===== config.mk =====
export PLATFORM = sky130hd
export DESIGN_NAME = if_resp_queue
export DESIGN_NICKNAME = d
export VERILOG_FILES = /design/src/rtl/if_resp_queue.sv
export SDC_FILE = /design/constraint.sdc
export NUM_CORES = 1
export LEC_CHECK = 0
export BUFFER_PORTS_ARGS = -buffer_cell sky130_fd_sc_hd__buf_2
export CORE_ASPECT_RATIO = 2
export CORE_MARGIN = 5
export CORE_UTILIZATION = 39
export DETAILED_ROUTE_END_ITERATION = 8
export GPL_TIMING_DRIVEN = 0
export PLACE_DENSITY = 0.6
export SLEW_MARGIN = 20
export SYNTH_ARGS = -nofsm -noshare
export SYNTH_HDL_FRONTEND = slang
export SYNTH_SLANG_ARGS = --single-unit
export TNS_END_PERCENT = 10

===== constraint.sdc =====
create_clock -name clk -period 7.2 [get_ports clk]
set_clock_uncertainty 0.2 [all_clocks]
set_input_delay 0.72 -clock clk [delete_from_list [all_inputs] [get_ports clk]]
set_output_delay 0.72 -clock clk [all_outputs]
set_load 0.005 [all_outputs]

===== src/rtl/if_resp_queue.sv =====
`default_nettype none
// +--------------------------------------------------------------------------+
// | Module  : if_resp_queue                                                  |
// | Brief   : Fetch response queue between the PC stage and IF/ID; drives    |
// |           the 1-cycle-latency instruction SRAM and queues {pc,inst,adel} |
// |           with credit-based request acceptance.                          |
// | Options : IFQ_BYPASS_EN - empty-queue responses drive out_* at N+1.      |
// | Rev     : 1.0  initial release                                           |
// +--------------------------------------------------------------------------+
module if_resp_queue #(
    parameter int WIDTH = 32,
    parameter int DEPTH = 2
) (
    input  logic             clk,
    input  logic             rst,
    input  logic             fetch_req,
    input  logic [WIDTH-1:0] fetch_pc,
    output logic             req_ready,
    output logic             inst_sram_en,
    output logic [WIDTH-1:0] inst_sram_addr,
    input  logic [WIDTH-1:0] inst_sram_rdata,
    input  logic             flush,
    output logic             out_valid,
    input  logic             out_ready,
    output logic [WIDTH-1:0] out_pc,
    output logic [WIDTH-1:0] out_inst,
    output logic             out_adel
);

    localparam int c_ptr_w = $clog2(DEPTH);
    localparam int c_cnt_w = c_ptr_w + 1;
    localparam logic [c_cnt_w-1:0] c_depth = c_cnt_w'(DEPTH);

    logic [WIDTH-1:0]   r_pc_mem   [DEPTH];
    logic [WIDTH-1:0]   r_inst_mem [DEPTH];
    logic [DEPTH-1:0]   r_adel_mem;
    logic [c_cnt_w-1:0] r_count;
    logic [c_ptr_w-1:0] r_wr_ptr;
    logic [c_ptr_w-1:0] r_rd_ptr;
    logic               r_pend;
    logic [WIDTH-1:0]   r_pend_pc;
    logic               r_pend_adel;

    logic [c_cnt_w-1:0] w_credit;
    logic               w_issue;
    logic               w_adel;
    logic               w_resp;
    logic [WIDTH-1:0]   w_resp_inst;
    logic               w_q_empty;
    logic               w_q_pop;
    logic               w_push;

    // The pending response holds a slot, so a full queue can never be overrun.
    assign w_credit       = r_count + {{c_ptr_w{1'b0}}, r_pend};
    assign req_ready      = !flush && (w_credit < c_depth);
    assign w_issue        = fetch_req && req_ready;
    assign w_adel         = (fetch_pc[1:0] != 2'b00);
    assign inst_sram_en   = w_issue && !w_adel;
    assign inst_sram_addr = fetch_pc;

    assign w_resp      = r_pend && !flush;
    assign w_resp_inst = r_pend_adel ? '0 : inst_sram_rdata;
    assign w_q_empty   = (r_count == '0);
    assign w_q_pop     = !flush && out_ready && !w_q_empty;

`ifdef IFQ_BYPASS_EN
    logic w_bypass;

    assign w_bypass = w_q_empty && w_resp;
    // A bypassed response taken by decode this cycle never enters storage.
    assign w_push   = w_resp && !(w_bypass && out_ready);

    always_comb begin
        out_valid = 1'b0;
        out_pc    = '0;
        out_inst  = '0;
        out_adel  = 1'b0;
        if (!w_q_empty) begin
            out_valid = 1'b1;
            out_pc    = r_pc_mem[r_rd_ptr];
            out_inst  = r_inst_mem[r_rd_ptr];
            out_adel  = r_adel_mem[r_rd_ptr];
        end else if (w_bypass) begin
            out_valid = 1'b1;
            out_pc    = r_pend_pc;
            out_inst  = w_resp_inst;
            out_adel  = r_pend_adel;
        end
    end
`else
    assign w_push = w_resp;

    always_comb begin
        out_valid = 1'b0;
        out_pc    = '0;
        out_inst  = '0;
        out_adel  = 1'b0;
        if (!w_q_empty) begin
            out_valid = 1'b1;
            out_pc    = r_pc_mem[r_rd_ptr];
            out_inst  = r_inst_mem[r_rd_ptr];
            out_adel  = r_adel_mem[r_rd_ptr];
        end
    end
`endif

    always_ff @(posedge clk) begin
        if (rst) begin
            r_count     <= '0;
            r_wr_ptr    <= '0;
            r_rd_ptr    <= '0;
            r_pend      <= 1'b0;
            r_pend_pc   <= '0;
            r_pend_adel <= 1'b0;
        end else if (flush) begin
            r_count  <= '0;
            r_wr_ptr <= '0;
            r_rd_ptr <= '0;
            r_pend   <= 1'b0;
        end else begin
            r_pend <= w_issue;
            if (w_issue) begin
                r_pend_pc   <= fetch_pc;
                r_pend_adel <= w_adel;
            end
            if (w_push) begin
                r_wr_ptr <= r_wr_ptr + 1'b1;
            end
            if (w_q_pop) begin
                r_rd_ptr <= r_rd_ptr + 1'b1;
            end
            case ({w_push, w_q_pop})
                2'b10:   r_count <= r_count + 1'b1;
                2'b01:   r_count <= r_count - 1'b1;
                default: r_count <= r_count;
            endcase
        end
    end

    // Storage needs no reset; out_* are qualified by the entry count.
    always_ff @(posedge clk) begin
        if (w_push) begin
            r_pc_mem[r_wr_ptr]   <= r_pend_pc;
            r_inst_mem[r_wr_ptr] <= w_resp_inst;
            r_adel_mem[r_wr_ptr] <= r_pend_adel;
        end
    end

endmodule
`default_nettype wire

# Yosys cells after proc, flatten, opt, wreduce, memory -nomap -nowiden
# Memories as Yosys holds them, arrays and structs flattened. A register that Yosys moved wholly into a read port is not among the register bits.
# Cells that the tools add are included.
dict set report totals {
  regBits 40
  ram_bits 128
  inputBits 69
  output_inout_bits 100
  wordCells 53
  mem_count 2
}
dict set report op_classes {
  addsub 5
  magnitude_cmp 4
  n_eq_ne 2
  muxes 17
  n_bitwise 1
  n_reduce_logical 15
}
# memory depth width read_ports rd_ports_with_merged_regs wr line_no
set memory_table {}
lappend memory_table {r_inst_mem 2 32 1 1 1 35} ;# logic [WIDTH-1:0] r_inst_mem [DEPTH];
lappend memory_table {r_pc_mem 2 32 1 1 1 34} ;# logic [WIDTH-1:0] r_pc_mem [DEPTH];
# operator n
set op_table {}
lappend op_table {{$mux 32} 3}
lappend op_table {{$mux 1} 11}
lappend op_table {{$logic_and 1x1->1} 7}
lappend op_table {{$lt 1x2->1 const B} 2}
lappend op_table {{$pmux 2 s2} 1}
lappend op_table {{$reduce_bool 2->1} 2}
lappend op_table {{$logic_not 1->1} 3}
lappend op_table {{$add 1x1->1 const B} 2}
lappend op_table {{$add 2x1->2} 1}
lappend op_table {{$add 2x1->2 const B} 1}
lappend op_table {{$bwmux 2} 1}
lappend op_table {{$eq 2x1->1 const B} 1}
lappend op_table {{$eq 2x2->1 const B} 1}
lappend op_table {{$logic_not 2->1} 1}
lappend op_table {{$lt 2x2->1 const B} 1}
lappend op_table {{$reduce_and 2->1} 1}
lappend op_table {{$reduce_or 2->1} 1}
lappend op_table {{$sub 2x1->2 const B} 1}
lappend op_table {{$demux 1 s1} 1}
lappend op_table {{$ge 1x1->1 const B} 1}
lappend op_table {{$not 1->1} 1}

# Longest topological paths before layout
dict set report depth {
  depth_word 5
  ltp_mapped 6
  ltp_nobuf 6
}

# Least setup slack after synthesis
# Ideal clock, no wire load.
dict set report synth_timing {
  kind {in2reg}
  from {input port flush}
  to {register r_adel_mem[0] (enable)}
  setup_ns 0.488
  t_arrival_ns 3.609
  required_ns 6.512
  slack_ns 2.903
  stages 2
  n_path_buf 0
  path_cell_list {nand2b_1 -> nor2_1}
}
dict set report synth_between {
  elab_chain_len 2
}
# item line_no
set synth_rtl {}
lappend synth_rtl {{from (decl)} 22} ;# input logic flush,
lappend synth_rtl {{$logic_not 1->1} 61} ;# assign w_resp = r_pend && !flush;
lappend synth_rtl {{$logic_and 1x1->1} 61}
lappend synth_rtl {{to (signal, indexed assignment)} 145} ;# r_adel_mem[r_wr_ptr] <= r_pend_adel;
lappend synth_rtl {{to (decl)} 36} ;# logic [DEPTH-1:0] r_adel_mem;
# No other way between the ends.
# A chain may end at the register's enable or synchronous reset.

# Final worst setup path
dict set report layout_timing {
  from {register r_count[0]}
  to {output port out_pc[20]}
}
dict set report layout_between {
  elab_chain_len 2
}
# item line_no
set layout_rtl {}
lappend layout_rtl {{from (decl)} 37} ;# logic [c_cnt_w-1:0] r_count;
lappend layout_rtl {{from (signal assigned)} 133} ;# 2'b10: r_count <= r_count + 1'b1;
lappend layout_rtl {{from (signal assigned)} 134} ;# 2'b01: r_count <= r_count - 1'b1;
lappend layout_rtl {{from (signal assigned)} 135} ;# default: r_count <= r_count;
lappend layout_rtl {{$logic_not 2->1} 63} ;# assign w_q_empty = (r_count == '0);
lappend layout_rtl {{$mux 32} 98} ;# if (!w_q_empty) begin
lappend layout_rtl {{to (decl)} 25} ;# output logic [WIDTH-1:0] out_pc,
# No other way between the ends.

==> flow_summary.json <==
{
  "number_of_antenna_cells_inserted": 0,
  "area_growth_pct": 26.0,
  "gr_overflow_total": 0,
  "synth_seq_area_share_pct": 65.9,
  "report.final.hold_viol_count": 0,
  "gr-usage-all-layers_pct": 15.0,
  "max_slew.worst_pin.slew_ns": 0.639,
  "h_tree_depth": 4,
  "timing.setup.tns_ns": 0,
  "gp_congestion": 0.722,
  "synth-async-reset-ratio_pct": 0,
  "maximum_number_of_pins_on_one_net_before_global_route_repair": 22,
  "core-area_sq_um": 18100,
  "vias": 4377,
  "slew-limit-headroom_pct": 57.4,
  "ws_path_type": "register to output pin",
  "synth_warnings": 0,
  "timing.final.crit_period_ns": 3.00,
  "synth_top_flop_cell": "sky130_fd_sc_hd__edfxtp_1",
  "cts_buffers": 17,
  "drt-total-wl_um": 15400,
  "layout_common_cells": "sky130_fd_sc_hd__buf_2 (175), sky130_fd_sc_hd__edfxtp_1 (130), sky130_fd_sc_hd__mux2i_1 (97)",
  "static-leakage-power_nw": 3.49,
  "synth_enable_flop_cells": 130,
  "design.die.area_sq_um": 21200,
  "final_core_utilization_pct": 49.4,
  "clockBufferDepth": 2,
  "vias_in_the_first_global_route": 4692,
  "route.antenna.remaining_nets": 0,
  "port-buffer-count": 167,
  "layout_worst_path_cycle_share_pct": 41.6,
  "power-per-cell-area_nw_per_um2": 228,
  "netlist-cell-type-count": 28,
  "worstSetupEndpointType": "output pin",
  "fraction_of_final_layout_cells_with_drive_strength_greater_than_1_pct": 34.8,
  "crit_arrival_ns": 2.08,
  "synth-seq-cells": 169,
  "routed_wire_length_per_instance_um": 16.3,
  "timing.max_cap.violations": 0,
  "cts_hold_buffers": 0,
  "timing.fmax_ghz": 0.333,
  "dpl.cell_count": 908,
  "fp.dieW_um": 105,
  "synthesis.instances": 519,
  "min-delay-path-class": "register to register",
  "cts_repair_resize_count": 0,
  "finish.net_count": 781,
  "cts.repair_timing.setup_buffer_count": 0,
  "core.rowCount": 70,
  "worstPathMaxFanout": 10,
  "sink_count": 169,
  "grt_first_pass_wirelength_um": 24300,
  "dr.first_iter.drc_count": 105,
  "die_height_um": 201,
  "vdd_ir_drop_max_mv": 0.136,
  "detail_route.drc_violations": 0,
  "cp-start-kind": "register",
  "antenna_found_initial": 1,
  "fin_cells": 940,
  "crit_required_ns": 6.28,
  "rsz_0062_raised_after_global_routing": "false",
  "hpwl_um": 11400,
  "cts_tree": "yes",
  "start_util_pct": 39.2,
  "vias_per_cell": 4.66,
  "most_common_cell_after_layout_fill_and_taps_aside": "sky130_fd_sc_hd__buf_2",
  "syn-cell-area_sq_um": 7100,
  "layout.filler_cells": 1629,
  "timing.hold.ws_ns": 0.255,
  "maxSlewViolCount": 0,
  "avgSynthCellArea_sq_um": 13.7,
  "drt_first_pass_iters": 5,
  "root_cell_of_the_clock_tree": "sky130_fd_sc_hd__clkbuf_16",
  "top_level_ports": 169,
  "cts.clk_slew.worst_paths_ns": 0.07,
  "outcome": "finished, final reports clean",
  "synth_fp_nets": 589,
  "finish_stage_setup_viols": 0,
  "clk_latency_ns": 0.42
}
## stage by stage
stage	power (mW)	instance area, sq um	worst slack, ns
floorplan	1.16	7100	2.90
global placement	1.20	8210	0.919
detailed placement	1.21	8390	4.48
CTS	2.07	8950	4.14
global route	2.12	8950	4.03
finish	2.05	8950	4.20
## cells by family after synthesis
kind of cell	Yosys count	share of synthesized area, %
mux	97	13.7
compound gates	6	0.546
xor+xnor	4	0.493
buf+inv	62	5.90
flops	169	65.9
fa+ha+maj	1	0.176
simple gates	180	13.3
## metal layers
| metal | track usage [%] | part of all wire (%) |
|---|---|---|
| met5 | 0 | 0.085 |
| met2 | 29.7 | 59 |
| met4 | 5.58 | 1.4 |
| met1 | 14.4 | 36 |
| met3 | 3.67 | 4.2 |
## synth_stat cells, types with 2 or more instances
library cell | number | area, sq um
sky130_fd_sc_hd__o21ai_0 | 2 | 10.0
sky130_fd_sc_hd__nor2_1 | 75 | 282
sky130_fd_sc_hd__clkbuf_1 | 12 | 45.0
sky130_fd_sc_hd__xor2_1 | 2 | 17.5
sky130_fd_sc_hd__nor2b_1 | 33 | 206
sky130_fd_sc_hd__buf_4 | 32 | 240
sky130_fd_sc_hd__buf_1 | 4 | 15.0
sky130_fd_sc_hd__nand2b_1 | 65 | 407
sky130_fd_sc_hd__mux2i_1 | 97 | 971
sky130_fd_sc_hd__dfxtp_1 | 39 | 781
sky130_fd_sc_hd__edfxtp_1 | 130 | 3900
sky130_fd_sc_hd__buf_2 | 8 | 40.0
sky130_fd_sc_hd__inv_1 | 2 | 7.51
sky130_fd_sc_hd__xnor2_1 | 2 | 17.5
sky130_fd_sc_hd__buf_12 | 3 | 60.1
## final timing paths
path | from | endpoint | slack, ns | cells after the start
setup / recovery | r_count[0]$_SDFFE_PP0P_ | out_pc[20] | 4.20 | 5
hold / removal | r_pend_pc[25]$_SDFFE_PP0P_ | r_pc_mem[1][25]$_DFFE_PP_ | 0.25 | 0
setup reg to reg | r_count[0]$_SDFFE_PP0P_ | r_count[1]$_SDFFE_PP0P_ | 5.29 | 5
hold reg to reg | r_pend_pc[25]$_SDFFE_PP0P_ | r_pc_mem[1][25]$_DFFE_PP_ | 0.25 | 0
## layout make-up
cell class | count | area (sq um) | share of cell area (%)
buffer | 60 | 412 | 4.60
clock buffer | 19 | 454 | 5.07
clock inverter | 13 | 110 | 1.23
inverter | 2 | 7.51 | 0.0838
multi-input combinational | 288 | 2020 | 22.5
sequential | 169 | 4680 | 52.3
tap | 216 | 270 | 3.02
timing repair buffer | 173 | 1000 | 11.2
## critical path, cell delays in order, from the launching register on
cell,delay [ns]
sky130_fd_sc_hd__dfxtp_1,0.39
sky130_fd_sc_hd__nor2_1,0.19
sky130_fd_sc_hd__buf_2,0.33
sky130_fd_sc_hd__buf_1,0.45
sky130_fd_sc_hd__nor2_1,0.14
sky130_fd_sc_hd__buf_2,0.16
## report_power, final
| part | leakage, nW | internal, mW | switching (mW) | total (mW) |
|---|---|---|---|---|
| Sequential | 1.55 | 1.06 | 0.00844 | 1.07 |
| Combinational | 1.67 | 0.0611 | 0.0516 | 0.113 |
| Clock | 0.274 | 0.472 | 0.387 | 0.859 |
| Total | 3.49 | 1.60 | 0.447 | 2.05 |
## state kept, by name (all words and copies together), names as in the netlist, named ones only
name,count
r_adel_mem,2
r_rd_ptr,1
r_pend_adel,1
r_pc_mem,64
r_pend_pc,32
r_count,2
r_pend,1
r_wr_ptr,1
r_inst_mem,64
Note: power is estimated with default switching activity, not from simulation.
